$ cat src/rtl/alu_pkg.sv
// Shared definitions for the bit-serial ALU sequencer: MIPS funct codes,
// FSM state type and small decode helpers.
package alu_pkg;

    localparam int FUNCT_W = 6;

    localparam logic [FUNCT_W-1:0] FN_AND = 6'b100100;
    localparam logic [FUNCT_W-1:0] FN_OR  = 6'b100101;
    localparam logic [FUNCT_W-1:0] FN_ADD = 6'b100000;
    localparam logic [FUNCT_W-1:0] FN_SUB = 6'b100010;
    localparam logic [FUNCT_W-1:0] FN_SLT = 6'b101010;

    typedef enum logic [1:0] {
        ST_IDLE,
        ST_RUN,
        ST_DONE
    } state_e;

    function automatic logic fn_supported(input logic [FUNCT_W-1:0] fn);
        return (fn == FN_AND) || (fn == FN_OR) || (fn == FN_ADD) ||
               (fn == FN_SUB) || (fn == FN_SLT);
    endfunction

    // SUB and SLT both start the ripple with carry-in = 1 (two's complement of b).
    function automatic logic fn_subtracts(input logic [FUNCT_W-1:0] fn);
        return (fn == FN_SUB) || (fn == FN_SLT);
    endfunction

endpackage

$ cat src/rtl/alu_serial_ctrl_if.sv
// Request/response bus of the bit-serial ALU sequencer.
// master = requester, slave = alu_serial_ctrl.
interface alu_serial_ctrl_if
    import alu_pkg::*;
#(
    parameter int WIDTH = 32
);
    logic                 start;
    logic [FUNCT_W-1:0]   signal_in;
    logic [WIDTH-1:0]     operand_a;
    logic [WIDTH-1:0]     operand_b;
    logic                 busy;
    logic                 done;
    logic                 illegal;
    logic [WIDTH-1:0]     result;

    modport master (
        output start, signal_in, operand_a, operand_b,
        input  busy, done, illegal, result
    );

    modport slave (
        input  start, signal_in, operand_a, operand_b,
        output busy, done, illegal, result
    );
endinterface

$ cat src/rtl/alu_serial_shreg.sv
// Loadable right-shift register; shift_in enters at the MSB, bit 0 is
// the bit handed to the slice each cycle.
module alu_serial_shreg #(
    parameter int WIDTH = 32
) (
    input  logic             clk,
    input  logic             rst,
    input  logic             load,
    input  logic [WIDTH-1:0] load_val,
    input  logic             shift,
    input  logic             shift_in,
    output logic [WIDTH-1:0] q
);

    logic [WIDTH-1:0] q_q;
    logic [WIDTH-1:0] q_d;

    always_comb begin
        // NOTE: default assignment first so every path assigns q_d; no latch.
        q_d = q_q;
        if (load) begin
            q_d = load_val;
        end else if (shift) begin
            q_d = {shift_in, q_q[WIDTH-1:1]};
        end
    end

    // NOTE: non-blocking in clocked logic so all flops update from pre-edge values.
    always_ff @(posedge clk) begin
        if (rst) begin
            q_q <= '0;
        end else begin
            q_q <= q_d;
        end
    end

    assign q = q_q;

endmodule

$ cat src/rtl/alu_serial_ctrl.sv
// Bit-serial sequencer driving an external 1-bit ALU slice, LSB first.
// Optional `zero` result flag enabled by defining ALU_SERIAL_ZERO_FLAG_EN.
module alu_serial_ctrl
    import alu_pkg::*;
#(
    parameter int WIDTH = 32
) (
    input  logic               clk,
    input  logic               rst,
    alu_serial_ctrl_if.slave   bus,
`ifdef ALU_SERIAL_ZERO_FLAG_EN
    output logic               zero,
`endif
    output logic               slice_a,
    output logic               slice_b,
    output logic               slice_carry_in,
    output logic [FUNCT_W-1:0] slice_signal,
    output logic               slice_less,
    input  logic               slice_out,
    input  logic               slice_carry_out
);

    localparam int CNT_W = (WIDTH > 2) ? $clog2(WIDTH) : 1;

    state_e             state_q,   state_d;
    logic [CNT_W-1:0]   cnt_q,     cnt_d;
    logic               carry_q,   carry_d;
    logic [FUNCT_W-1:0] op_q,      op_d;
    logic               busy_q,    busy_d;
    logic               done_q,    done_d;
    logic               illegal_q, illegal_d;
    logic [WIDTH-1:0]   result_q,  result_d;
`ifdef ALU_SERIAL_ZERO_FLAG_EN
    logic               zacc_q,    zacc_d;
    logic               zero_q,    zero_d;
`endif

    logic             sh_load;
    logic             sh_shift;
    logic             last_bit;
    logic             slt_less;
    logic [WIDTH-1:0] a_sh;
    logic [WIDTH-1:0] b_sh;
    logic [WIDTH-1:0] res_sh;
    logic             unused_sh;

    alu_serial_shreg #(.WIDTH(WIDTH)) u_a_sh (
        .clk(clk), .rst(rst), .load(sh_load), .load_val(bus.operand_a),
        .shift(sh_shift), .shift_in(1'b0), .q(a_sh)
    );

    alu_serial_shreg #(.WIDTH(WIDTH)) u_b_sh (
        .clk(clk), .rst(rst), .load(sh_load), .load_val(bus.operand_b),
        .shift(sh_shift), .shift_in(1'b0), .q(b_sh)
    );

    alu_serial_shreg #(.WIDTH(WIDTH)) u_res_sh (
        .clk(clk), .rst(rst), .load(sh_load), .load_val('0),
        .shift(sh_shift), .shift_in(slice_out), .q(res_sh)
    );

    // Only bit 0 of the operand shifters feeds the slice; res_sh[0] is shifted out.
    assign unused_sh = ^{a_sh[WIDTH-1:1], b_sh[WIDTH-1:1], res_sh[0]};

    assign slice_a        = a_sh[0];
    assign slice_b        = b_sh[0];
    assign slice_carry_in = carry_q;
    assign slice_signal   = (op_q == FN_SLT) ? FN_SUB : op_q;
    assign slice_less     = 1'b0;

    assign last_bit = (cnt_q == CNT_W'(WIDTH - 1));
    // Signed less-than: MSB of a-b, flipped when the subtraction overflowed.
    assign slt_less = slice_out ^ (carry_q ^ slice_carry_out);

    always_comb begin
        state_d   = state_q;
        cnt_d     = cnt_q;
        carry_d   = carry_q;
        op_d      = op_q;
        busy_d    = 1'b0;
        done_d    = 1'b0;
        illegal_d = 1'b0;
        result_d  = result_q;
        sh_load   = 1'b0;
        sh_shift  = 1'b0;
`ifdef ALU_SERIAL_ZERO_FLAG_EN
        zacc_d    = zacc_q;
        zero_d    = zero_q;
`endif
        unique case (state_q)
            ST_IDLE, ST_DONE: begin
                state_d = ST_IDLE;
                if (bus.start) begin
                    op_d    = bus.signal_in;
                    cnt_d   = '0;
                    carry_d = fn_subtracts(bus.signal_in);
                    if (fn_supported(bus.signal_in)) begin
                        state_d = ST_RUN;
                        busy_d  = 1'b1;
                        sh_load = 1'b1;
`ifdef ALU_SERIAL_ZERO_FLAG_EN
                        zacc_d  = 1'b0;
`endif
                    end else begin
                        state_d   = ST_DONE;
                        done_d    = 1'b1;
                        illegal_d = 1'b1;
                        result_d  = '0;
`ifdef ALU_SERIAL_ZERO_FLAG_EN
                        zero_d    = 1'b1;
`endif
                    end
                end
            end
            ST_RUN: begin
                busy_d   = 1'b1;
                sh_shift = 1'b1;
                carry_d  = slice_carry_out;
                cnt_d    = cnt_q + CNT_W'(1);
`ifdef ALU_SERIAL_ZERO_FLAG_EN
                zacc_d   = zacc_q | slice_out;
`endif
                if (last_bit) begin
                    state_d = ST_DONE;
                    busy_d  = 1'b0;
                    done_d  = 1'b1;
                    if (op_q == FN_SLT) begin
                        result_d = {{(WIDTH-1){1'b0}}, slt_less};
                    end else begin
                        result_d = {slice_out, res_sh[WIDTH-1:1]};
                    end
`ifdef ALU_SERIAL_ZERO_FLAG_EN
                    zero_d = (op_q == FN_SLT) ? ~slt_less : ~(zacc_q | slice_out);
`endif
                end
            end
            default: state_d = ST_IDLE;
        endcase
    end

    always_ff @(posedge clk) begin
        if (rst) begin
            state_q   <= ST_IDLE;
            cnt_q     <= '0;
            carry_q   <= 1'b0;
            op_q      <= '0;
            busy_q    <= 1'b0;
            done_q    <= 1'b0;
            illegal_q <= 1'b0;
            result_q  <= '0;
`ifdef ALU_SERIAL_ZERO_FLAG_EN
            zacc_q    <= 1'b0;
            zero_q    <= 1'b1;
`endif
        end else begin
            state_q   <= state_d;
            cnt_q     <= cnt_d;
            carry_q   <= carry_d;
            op_q      <= op_d;
            busy_q    <= busy_d;
            done_q    <= done_d;
            illegal_q <= illegal_d;
            result_q  <= result_d;
`ifdef ALU_SERIAL_ZERO_FLAG_EN
            zacc_q    <= zacc_d;
            zero_q    <= zero_d;
`endif
        end
    end

    assign bus.busy    = busy_q;
    assign bus.done    = done_q;
    assign bus.illegal = illegal_q;
    assign bus.result  = result_q;
`ifdef ALU_SERIAL_ZERO_FLAG_EN
    assign zero        = zero_q;
`endif

endmodule

$ cat src/flat_wrapper.sv
// flat-port wrapper written by rule: the top's interface ports become plain ports
module alu_serial_ctrl_flat import alu_pkg::*;
#(
    parameter int WIDTH = 32
)
  (clk, rst, slice_a, slice_b, slice_carry_in, slice_signal, slice_less, slice_out, slice_carry_out, bus_start, bus_signal_in, bus_operand_a, bus_operand_b, bus_busy, bus_done, bus_illegal, bus_result);
  alu_serial_ctrl_if #(.WIDTH(WIDTH)) bus_i ();
  input  logic clk;
  input  logic rst;
  output logic slice_a;
  output logic slice_b;
  output logic slice_carry_in;
  output logic [FUNCT_W-1:0] slice_signal;
  output logic slice_less;
  input  logic slice_out;
  input  logic slice_carry_out;
  input wire logic [$bits(bus_i.start)-1:0] bus_start;
  input wire logic [$bits(bus_i.signal_in)-1:0] bus_signal_in;
  input wire logic [$bits(bus_i.operand_a)-1:0] bus_operand_a;
  input wire logic [$bits(bus_i.operand_b)-1:0] bus_operand_b;
  output wire logic [$bits(bus_i.busy)-1:0] bus_busy;
  output wire logic [$bits(bus_i.done)-1:0] bus_done;
  output wire logic [$bits(bus_i.illegal)-1:0] bus_illegal;
  output wire logic [$bits(bus_i.result)-1:0] bus_result;
  assign bus_i.start = bus_start;
  assign bus_i.signal_in = bus_signal_in;
  assign bus_i.operand_a = bus_operand_a;
  assign bus_i.operand_b = bus_operand_b;
  assign bus_busy = bus_i.busy;
  assign bus_done = bus_i.done;
  assign bus_illegal = bus_i.illegal;
  assign bus_result = bus_i.result;
  alu_serial_ctrl #(.WIDTH(WIDTH)) u_core (.clk(clk), .rst(rst), .bus(bus_i), .slice_a(slice_a), .slice_b(slice_b), .slice_carry_in(slice_carry_in), .slice_signal(slice_signal), .slice_less(slice_less), .slice_out(slice_out), .slice_carry_out(slice_carry_out));
endmodule
$ cat config.mk
export PLATFORM = sky130hd
export DESIGN_NAME = alu_serial_ctrl_flat
export DESIGN_NICKNAME = d
export VERILOG_FILES = /design/src/rtl/alu_pkg.sv /design/src/rtl/alu_serial_ctrl_if.sv /design/src/rtl/alu_serial_shreg.sv /design/src/rtl/alu_serial_ctrl.sv /design/src/flat_wrapper.sv
export SDC_FILE = /design/constraint.sdc
export NUM_CORES = 1
export LEC_CHECK = 0
export BUFFER_PORTS_ARGS = -buffer_cell sky130_fd_sc_hd__buf_2
export CAP_MARGIN = 20
export CORE_MARGIN = 3
export CORE_UTILIZATION = 40
export DETAILED_ROUTE_END_ITERATION = 7
export GPL_TIMING_DRIVEN = 0
export SLEW_MARGIN = 20
export SYNTH_ARGS = -nofsm -noshare
export SYNTH_HDL_FRONTEND = slang
export SYNTH_SLANG_ARGS = --single-unit
$ cat constraint.sdc
create_clock -name clk -period 1.7 [get_ports clk]
set_input_delay 0 -clock clk [delete_from_list [all_inputs] [get_ports clk]]
set_output_delay 0 -clock clk [all_outputs]
set_load 0.05 [all_outputs]
### Word level (Yosys, flattened, before mapping)

Index checks and enable logic that the tools add are counted.

| storage, ports and cells | value |
|---|---|
| register bits after elaboration | 145 |
| bits of input ports | 75 |
| output and inout bits | 45 |
| logic and storage cells | 69 |

| operators by class | value |
|---|---|
| add/subtract/negate cells | 1 |
| mux-type cells | 28 |
| bitwise logic cells | 3 |
| reductions and logical operators | 14 |
| equality and inequality tests | 12 |

Operators by type and width:

| kind | count |
|---|---|
| 2-to-1 mux 32 bit | 8 |
| case mux 32 bit (2 select lines) | 1 |
| == test 6 bit (second input constant) | 6 |
| case mux 5 bit (2 select lines) | 1 |
| 2-to-1 mux 1 bit | 9 |
| 2-to-1 mux 2 bit | 3 |
| 2-to-1 mux 6 bit | 1 |
| case mux 1 bit (2 select lines) | 3 |
| OR reduction 2 bit | 3 |
| adder 5 x 1 -> 5 bit (second input constant) | 1 |
| == test 5 bit (second input constant) | 1 |
| logical OR 1 bit | 5 |
| 2-to-1 mux 5 bit | 1 |
| != test 2 bit (second input constant) | 2 |
| case mux 2 bit (2 select lines) | 1 |
| AND reduction 2 bit | 2 |
| AND reduction 4 bit | 1 |
| nonzero test 2 bit | 2 |
| == test 2 x 1 -> 1 bit (second input constant) | 1 |
| == test 2 bit (second input constant) | 1 |
| zero test 2 bit | 1 |
| != test 2 x 1 -> 1 bit (second input constant) | 1 |
| XOR 1 bit | 2 |
| NOT 1 bit | 1 |

### Depth between registers and ports, before layout

Gate-level depths: netlist of the first run.

| logic depth | value |
|---|---|
| depth after elaboration | 9 |
| depth in mapped cells | 7 |
| depth with buffers taken out | 6 |

### Cells and area by module

A second synthesis of the first run with hierarchy kept.

| unflattened totals | value |
|---|---|
| cell total of the unflattened synthesis | 638 |
| area total of the unflattened synthesis | 6652.6 µm² |

Modules (own cells, without submodules):

| module | instances | sequential area each (µm²) | cells an instance | area an instance (µm²) |
|---|---|---|---|---|
| alu_serial_shreg | 3 | 640.6 | 142 | 1510.2 |
| alu_serial_ctrl | 1 | 980.9 | 212 | 2122.0 |

### Worst setup path after synthesis of the first run

Ideal clock, no wire load.

| timing | value |
|---|---|
| path kind | flip-flop to flip-flop |
| start point | register u_core.cnt_q[0] |
| end point | register u_core.result_q[10], in the netlist u_core.bus.result[10] |
| period minus slack after synthesis | 1.558 ns |
| stages on the path, launching flop included | 8 |
| data required time | 1.628 ns |
| path buffers | 1 |
| setup slack | 0.142 ns |
| arrival time | 1.486 ns |
| library setup time | 0.072 ns |
| cells stage by stage | dfxtp_1 -> ha_1 -> and3_1 -> ha_1 -> nand2_1 -> a2bb2oi_4 -> buf_4 -> mux2i_1 |

| between the ends | value |
|---|---|
| cells in the longest elaborated chain, start to end | 3 |

RTL lines:

| element | RTL line | RTL |
|---|---|---|
| start: declaration | alu_serial_ctrl.sv:26 | `logic [CNT_W-1:0] cnt_q, cnt_d;` |
| start signal: assignment | alu_serial_ctrl.sv:157 | `cnt_q <= cnt_d;` |
| == test 5 bit | alu_serial_ctrl.sv:71 | `assign last_bit = (cnt_q == CNT_W'(WIDTH - 1));` |
| != test 2 x 1 -> 1 bit (no source line) | -- |  |
| AND reduction 4 bit (no source line) | -- |  |
| end signal: assignment | alu_serial_ctrl.sv:163 | `result_q <= result_d;` |
| end: declaration | alu_serial_ctrl.sv:32 | `logic [WIDTH-1:0] result_q, result_d;` |

No other way between the ends.
A chain may end at the register's enable or synchronous reset.

### Final worst setup path of the first run

| timing | value |
|---|---|
| start point | register u_core.cnt_q[1] |
| end point | register u_core.result_q[19], in the netlist u_core.bus.result[19] |

Same word-level chain as after synthesis.

==> results.toml, run 1 <==
[outcome]
result_of_the_run = "completed"

[power]
leakage_nw = 3.41
vdd.ir_drop.worst_uv = 802
powerDensity_nw_per_um2 = 940
total_power_mw = 8.32

[synth]
yosysTopAreaCellShare = 0.455
netlist_instances = 724
asyncSetResetFlopFracSynth = 0
yosys.cell_types.count = 36
number_of_synthesized_flops_with_an_enable_pin = 0
ys.flop_type = "dfxtp_1"
yosys_warnings = 0
synthMostInstantiatedCell = "nand2_1"
ys_seq_elements = 144
synth_top_area_cell = "dfxtp_1"
synthesis.area_per_instance_um2 = 8.76
synth_commonest_cells = "nand2_1 (234), dfxtp_1 (144), nor2_1 (69)"
synth_area_um2 = 6340
synth_seq_area_share = 0.455
synth_fp_nets = 801
synth_area_leaders = "dfxtp_1 (45%), nand2_1 (14%), a311oi_2 (14%)"

[min_path]
worst_hold_path.num_cells = 3
timing.hold.worst.class = "input pin to flip-flop"

[timing]
final_clock_skew_ns = 0.00666
final.min_clock_period_ns = 1.65
period_share = 0.970
timing.fmax_ghz = 0.606
final_max_slew_viol_count = 0
grt_setup_unrepaired = "true"
maxSlewHeadroom = 0.539
hold_viol = 0
finalSetupViolations = 0
worstMarginPinSlew_ns = 0.692

[floorplan]
die-area_um2 = 17400
chipHeight_um = 132
boundaryPins = 120
dieWidth_um = 132
placementRows = 45
floorplan.core_area_um2 = 15400
initial_utilization = 0.413

[global_route]
grt_start_max_net_pins = 17
grt_first_pass_wirelength_um = 27800
overflow = 0
grt_pass1_vias = 5469
grt_antenna_before_repair = 0
grtUsageTotal = 0.195

[clock_network]
clock_h_tree_levels = 4
cts_buffer_depth = 2
tritoncts = "done"
master_cell_of_the_clock_root_buffer = "clkbuf_16"
clk_pin_slew_ns = 0.06
cts-buffers-inserted = 17
clock-sinks = 144
clkLatencyLatePin_ns = 0.43

[layout]
fraction_of_layout_cells_with_a_size_suffix_above_1 = 0.291
layout_area_overhead_pct = 39.7
multi_input_area_um2 = 3160
finish.net_count = 1019
layoutNonFillerInstCount = 1165
n_fill_cell = 1376
register_area_um2 = 2890
antenna_cells_inserted = 0

[setup_path]
setup.worst_path.class = "flip-flop to flip-flop"
critPathRequiredTime_ns = 2.05
worstPathMaxFanout = 5
critPathMaxStageDelay_ns = 0.35
setup.worst_path.end_class = "flip-flop"
critical_path.cell_chain = "ha_4, and3_4, ha_4, nand2_4, a2bb2oi_4, buf_12, clkbuf_16, mux2i_1"
timing.critical_path.from = "u_core.cnt_q[1]"
critical-path-slowest-cell = "dfxtp_2"
rr_worst_depth = 8
reg2reg_slack_ns = 0.05
critical_path_arrival_ns = 2.00
critical-path-top-cell-by-count = "ha_4"
reg2reg_to = "u_core.bus.result[19]"
timing.critical_path.to = "u_core.bus.result[19]"
regToRegStartpoint = "u_core.cnt_q[1]"
start_kind = "flip-flop"

[route]
ant_nets = 0
wl_per_cell_um = 14.6
detail_route.drc_violations = 0
detail_route.iter0.violations = 278
detail_route.vias_per_cell = 4.78
sum_of_routed_wire_length_over_all_layers_um = 17000
drtPass1Iterations = 4
detailroute.via_count = 5570

[placement]
dp.cells = 1052
portBuffers = 117
hpwl_um = 10800
finalWeightedCongestion = 0.756

[flow_run]
maxCapViolations = 0
==> cell usage in the layout (no fill, tap or decap), types with 5 or more instances in the layout <==
master         synthesis  layout
nor2_1                69      69
clkbuf_1              24      20
a311oi_2              58      58
dfxtp_1              144     141
dlygate4sd3_1          0      72
mux2i_1               33      32
clkbuf_2               0       5
buf_6                  5       6
nor2b_1                7       6
a21oi_1               44      44
clkbuf_16              0      21
buf_4                 11      16
nand2b_1              36      35
buf_2                 24     135
nand2_1              234     233
buf_12                 0       5
==> critical path, delay by kind of cell (launching register included) <==
kind | cells | cell delay [ns]
adders and majority gates | 2 | 0.28
AOI/OAI and AO/OA | 1 | 0.20
DFF | 1 | 0.35
buffers and inverters | 2 | 0.32
muxes | 1 | 0.17
and+or+nand+nor | 2 | 0.25
==> sequential cells by signal, indices dropped and copies added, names as in the netlist <==
register / cells
u_core.bus.busy: 1
u_core.bus.done: 1
u_core.bus.illegal: 1
u_core.bus.result: 32
u_core.cnt_q: 5
u_core.op_q: 6
u_core.slice_carry_in: 1
u_core.state_q: 2
u_core.u_a_sh.q: 32
u_core.u_b_sh.q: 32
u_core.u_res_sh.q: 31
==> stage by stage <==
step	instance area, um^2	hold WS (ns)	setup WS, ns	setup TNS, ns	utilization
6_report	8860	0.0302	0.0509	0	0.576
5_1_grt	8860	0.0450	-0.0168	-0.0257	0.576
4_1_cts	8640	0.00513	0.00907	0	0.562
3_5_place_dp	7190	0.266	-0.154	-4.32	0.468
3_3_place_gp	7190	0.263	-0.149	-4.14	0.468
2_1_floorplan	6340	0.136	0.142	0	-
==> power by group <==
| group | switching, mW | internal (mW) |
|---|---|---|
| combinational | 0.403 | 0.410 |
| sequential | 0.0362 | 3.44 |
| clock | 1.43 | 2.60 |
==> kinds of logic (layout without fill, tap and decap cells) <==
group,count (synthesis),after routing,synth area share
fa+ha+maj,2,2,0.00394
compound gates,114,114,0.191
buf+inv,68,298,0.0574
simple gates,359,359,0.236
xor+xnor,2,2,0.00276
mux,34,34,0.0539
other cells,1,1,0.000591
flops,144,144,0.455
==> area by class of cell <==
cell class | instances | area share
Multi-Input combinational cell | 512 | 0.356
Sequential cell | 144 | 0.326
Timing Repair Buffer | 199 | 0.166
Clock buffer | 22 | 0.0547
Buffer | 66 | 0.0493
Tap cell | 211 | 0.0298
Clock inverter | 9 | 0.0175
Inverter | 2 | 0.000847
==> timing repair <==
action                                  4_1_cts  5_1_grt
endpoints found under the setup margin       65      122
gates cloned                                  0        4
setup buffers                                 2        4
pin swaps                                     1        3
hold endpoints to repair                     73        0
resized for setup                            22       24
hold buffers                                 72        0
==> routing by layer <==
metal | track usage | up-vias | wire (um)
li1 | - | 2871 | -
met2 | 0.310 | 105 | 7910
met3 | 0.0489 | 18 | 640
met4 | 0.0525 | 0 | 200
met5 | 0 | - | 0
met1 | 0.265 | 2576 | 8290
==> worst min path at each step <==
| stage | start | endpoint |
|---|---|---|
| after floorplan | bus_signal_in[3] | u_core.op_q[3] |
| after global placement | bus_signal_in[3] | u_core.op_q[3] |
| after detailed placement | bus_signal_in[3] | u_core.op_q[3] |
| after CTS | rst | u_core.bus.result[0] |
| after global routing | rst | u_core.bus.result[0] |
| final | rst | u_core.bus.result[0] |
No activity file was read; power rests on OpenSTA's default activity.
==> run 2: changes to the inputs <==
Settings changed: CTS_BUF_LIST from default to sky130_fd_sc_hd__clkbuf_2.
==> results.toml, run 2 (synthesized netlist as in run 1, its figures left out) <==
[floorplan]
initial_utilization = 0.413
dieWidth_um = 132
floorplan.core_area_um2 = 15400
chipHeight_um = 132
placementRows = 45
die-area_um2 = 17400
boundaryPins = 120

[flow_run]
maxCapViolations = 0

[route]
ant_nets = 0
detail_route.vias_per_cell = 4.78
wl_per_cell_um = 14.2
drtPass1Iterations = 5
detail_route.iter0.violations = 263
detailroute.via_count = 5674
sum_of_routed_wire_length_over_all_layers_um = 16800
detail_route.drc_violations = 0

[global_route]
grt_most_used_layer = "met2"
overflow = 0
gr-usage-met2 = 0.310
grt_antenna_before_repair = 0
grt_first_pass_wirelength_um = 27600
grt_start_max_net_pins = 17
grt_pass1_vias = 5502
met1_usage = 0.260
grtUsageTotal = 0.192
grt.met3_usage = 0.0439

[power]
total_switching_power_mw = 1.68
p_clk_frac = 0.334
power.combinational.fraction = 0.133
total_power_mw = 6.53
p_int_mw = 4.85
leakage_nw = 3.37
powerDensity_nw_per_um2 = 748
switching_share = 0.258
vdd.ir_drop.worst_uv = 482
seq_power_share = 0.533

[placement]
preCtsSetupSlack_ns = -0.154
portBuffers = 117
dp.cells = 1052
finalWeightedCongestion = 0.756
placedInstanceArea_um2 = 7190
hpwl_um = 10800

[layout]
postLayoutCellArea_um2 = 8730
final_core_utilization = 0.568
fraction_of_layout_cells_with_a_size_suffix_above_1 = 0.301
most_used_cells_in_the_layout_excluding_fill_and_tap_cells = "nand2_1 (232), dfxtp_1 (139), buf_2 (133)"
n_fill_cell = 1399
layout_area_overhead_pct = 37.6
antenna_cells_inserted = 0
leading_cell_type_in_the_layout_fill_and_taps_excluded = "nand2_1"
layoutNonFillerInstCount = 1187
finish.net_count = 1041

[clock_network]
clock-sinks = 144
cts_buffer_depth = 2
clock_h_tree_levels = 4
clkLatencyLatePin_ns = 0.71
tritoncts = "done"
cts-buffers-inserted = 17
master_cell_of_the_clock_root_buffer = "clkbuf_2"
clk_pin_slew_ns = 0.22

[timing]
maxSlewHeadroom = 0.540
final.min_clock_period_ns = 1.78
hold_viol = 0
timing.hold.ws_ns = 0.0937
totalNegativeSetupSlack_ns = -0.214
timing.fmax_ghz = 0.563
final_max_slew_viol_count = 0
finalSetupViolations = 11
final_clock_skew_ns = 0.0385
grt_setup_unrepaired = "true"
period_share = 1.04
worstMarginPinSlew_ns = 0.690
postLayoutSetupSlackWorst_ns = -0.0756

[outcome]
failed_checks = "setup timing"
result_of_the_run = "finished, violations left"

[setup_path]
critical_path_arrival_ns = 1.78
setup.worst_path.end_class = "output pin"
setup.worst_path.class = "flip-flop to output pin"
worstPathMaxFanout = 2
start_kind = "flip-flop"
critPathRequiredTime_ns = 1.70

[min_path]
timing.hold.worst.class = "input pin to flip-flop"
==> run 2: per-layer routing <==
metal | up-vias | wire (um)
met3 | 6 | 652
met2 | 101 | 8050
met5 | - | 0
met1 | 2650 | 8000
li1 | 2917 | -
met4 | 0 | 118
==> run 2: repair_timing <==
action	in CTS	in global routing
hold buffers	80	0
endpoints found under the setup margin	67	121
hold endpoints to repair	141	0
gates cloned	3	2
buffers inserted	6	13
resized for setup	26	38
pin swaps	3	5
==> run 2: worst max-delay path, stage by stage (launching register included) <==
cell and delay (ns):
dfxtp_2 0.37, and4bb_2 0.32, nand2_2 0.07, and2_4 0.16
buf_8 0.14
==> run 2: final cells by class <==
type | count | area [um^2] | area share
buffer | 66 | 443 | 0.0507
clock buffer | 18 | 90.1 | 0.0103
clock inverter | 13 | 170 | 0.0195
inverter | 2 | 7.51 | 0.000860
multi-input combinational | 512 | 3150 | 0.361
sequential | 144 | 2890 | 0.331
tap | 211 | 264 | 0.0302
timing repair buffer | 221 | 1710 | 0.196
==> run 2: power groups by stage <==
stage                     clock [mW]  combinational (mW)  sequential, mW
after floorplan                    0               0.376            3.56
after global placement             0               0.584            3.55
after detailed placement           0               0.587            3.55
after CTS                       2.23               0.812            3.49
after global routing            2.36               0.933            3.49
final                           2.18               0.868            3.48
==> run 2: final timing paths <==
path / start / end / slack [ns] / depth (start not counted)
worst max-delay path: u_core.op_q[2] / slice_signal[3] / -0.08 / 4
worst min-delay path: slice_carry_out / u_core.slice_carry_in / 0.09 / 4
worst max register to register: u_core.op_q[2] / u_core.bus.result[6] / -0.03 / 6
worst min register to register: u_core.u_res_sh.q[27] / u_core.u_res_sh.q[26] / 0.44 / 2
==> run 3: changes to the inputs <==
Settings changed: BUFFER_PORTS_ARGS -buffer_cell sky130_fd_sc_hd__buf_2 to default, DONT_BUFFER_PORTS from default to 1.
==> results.toml, run 3 (synthesized netlist as in run 1, its figures left out) <==
[placement]
portBuffers = 0
finalWeightedCongestion = 0.798
hpwl_um = 11100

[flow_run]
maxCapViolations = 0

[clock_network]
clk_pin_slew_ns = 0.25
clock-sinks = 144
cts-buffers-inserted = 17
clkLatencyLatePin_ns = 0.74
clock_h_tree_levels = 4
master_cell_of_the_clock_root_buffer = "clkbuf_2"
tritoncts = "done"
cts_buffer_depth = 2

[setup_path]
setup.worst_path.class = "flip-flop to output pin"
cp_num_buf_inv = 0
critPathMaxStageDelay_ns = 0.38
critical_path.cell_chain = "and4bb_2, nand2_2, and2_4"
setup.worst_path.end_class = "output pin"
critical_path_arrival_ns = 1.73
start_kind = "flip-flop"
worstPathMaxFanout = 2
critical-path-slowest-cell = "dfxtp_2"
cpLargestDelayFamily = "simple AND/OR/NAND/NOR gates"
critPathRequiredTime_ns = 1.70

[timing]
final.min_clock_period_ns = 1.73
maxSlewHeadroom = 0.521
worstMarginPinSlew_ns = 0.719
period_share = 1.02
final_clock_skew_ns = 0.0434
totalNegativeSetupSlack_ns = -0.0532
finalSetupViolations = 4
postLayoutSetupSlackWorst_ns = -0.0313
timing.fmax_ghz = 0.578
final_max_slew_viol_count = 0
hold_viol = 0
grt_setup_unrepaired = "true"
timing.hold.ws_ns = 0.0409

[floorplan]
chipHeight_um = 132
dieWidth_um = 132
boundaryPins = 120
floorplan.core_area_um2 = 15400
placementRows = 45
die-area_um2 = 17400
initial_utilization = 0.413

[outcome]
failed_checks = "setup timing"
result_of_the_run = "finished, violations left"

[layout]
finish.net_count = 956
fraction_of_layout_cells_with_a_size_suffix_above_1 = 0.190
layout_area_overhead_pct = 32.1
n_fill_cell = 1369
most_used_cells_in_the_layout_excluding_fill_and_tap_cells = "nand2_1 (232), dfxtp_1 (138), dlygate4sd3_1 (128)"
antenna_cells_inserted = 0
leading_cell_type_in_the_layout_fill_and_taps_excluded = "nand2_1"

[global_route]
overflow = 0
grt_antenna_before_repair = 0
grtUsageTotal = 0.202
grt_pass1_vias = 5735
grt_start_max_net_pins = 17
grt_first_pass_wirelength_um = 28800

[power]
total_switching_power_mw = 1.74
leakage_nw = 2.95
p_int_mw = 4.84
total_power_mw = 6.58
power.combinational.fraction = 0.116
p_clk_frac = 0.349
switching_share = 0.265
seq_power_share = 0.534
vdd.ir_drop.worst_uv = 470
powerDensity_nw_per_um2 = 785

[route]
detailroute.via_count = 5571
detail_route.drc_violations = 0
detail_route.iter0.violations = 276
detail_route.vias_per_cell = 5.06
sum_of_routed_wire_length_over_all_layers_um = 17900
drtPass1Iterations = 5
ant_nets = 0
wl_per_cell_um = 16.3

[min_path]
timing.hold.worst.class = "input pin to flip-flop"
==> run 3: cell types whose count changed in the layout (fill, tap and decap cells not counted), moves of 3 or more <==
cell	before	now
dlygate4sd3_1	80	128
clkbuf_1	18	12
inv_6	0	3
clkbuf_2	24	31
buf_4	25	16
buf_2	133	21
buf_12	6	2
clkinv_1	4	0
==> run 3: what timing repair did <==
item,4_1_cts,5_1_grt
pin swaps,3,2
endpoints found under the setup margin,70,113
hold buffers,119,9
setup buffers,6,1
resized for setup,26,24
gates cloned,1,0
hold endpoints to repair,144,9
==> run 3: area by class of cell <==
class                           count  area, um^2  share of cell area
Buffer                             66         410              0.0490
Clock buffer                       19        95.1              0.0114
Clock inverter                     12         183              0.0218
Inverter                            2        7.51            0.000896
Multi-Input combinational cell    512        3150               0.376
Sequential cell                   144        2890               0.345
Tap cell                          211         264              0.0315
Timing Repair Buffer              136        1380               0.165
==> run 3: tightest hold or removal path: cells and delay by family <==
| kind | cells | cell delay, ns |
|---|---|---|
| buffers and inverters | 1 | 0.54 |
| and+or+nand+nor | 1 | 0.15 |
| AOI/OAI and AO/OA | 1 | 0.06 |
==> run 3: worst paths after layout <==
kind | slack [ns] | start | to | cells after the start
worst max-delay path | -0.03 | u_core.op_q[2] | slice_signal[3] | 3
worst min-delay path | 0.04 | bus_operand_b[15] | u_core.u_b_sh.q[15] | 3
worst max register to register | -0.01 | u_core.state_q[0] | u_core.u_res_sh.q[8] | 6
worst min register to register | 0.46 | u_core.u_a_sh.q[29] | u_core.u_a_sh.q[28] | 2
==> run 3: per-layer routing <==
layer | vias up | share of wire | global-route usage
li1 | 2751 | - | -
met1 | 2638 | 0.43 | 0.241
met2 | 147 | 0.49 | 0.344
met3 | 35 | 0.052 | 0.0599
met4 | 0 | 0.022 | 0.0776
met5 | - | 0 | 0
==> run 3: stage by stage <==
| stage | setup WS [ns] | utilization | std cells | area, um^2 |
|---|---|---|---|---|
| floorplan | 0.142 | - | 724 | 6340 |
| global placement | -0.114 | 0.430 | 935 | 6610 |
| detailed placement | -0.179 | 0.430 | 935 | 6610 |
| CTS | -0.0866 | 0.535 | 1092 | 8220 |
| global route | -0.151 | 0.545 | 1102 | 8380 |
| finish | -0.0313 | 0.545 | 1102 | 8380 |
==> run 3: power by group through the flow <==
stage	Clock, mW	Combinational, mW	Sequential [mW]
final	2.30	0.766	3.52
after global placement	0	0.447	3.57
after floorplan	0	0.376	3.56
after detailed placement	0	0.458	3.58
after global routing	2.50	0.817	3.53
after CTS	2.34	0.727	3.51
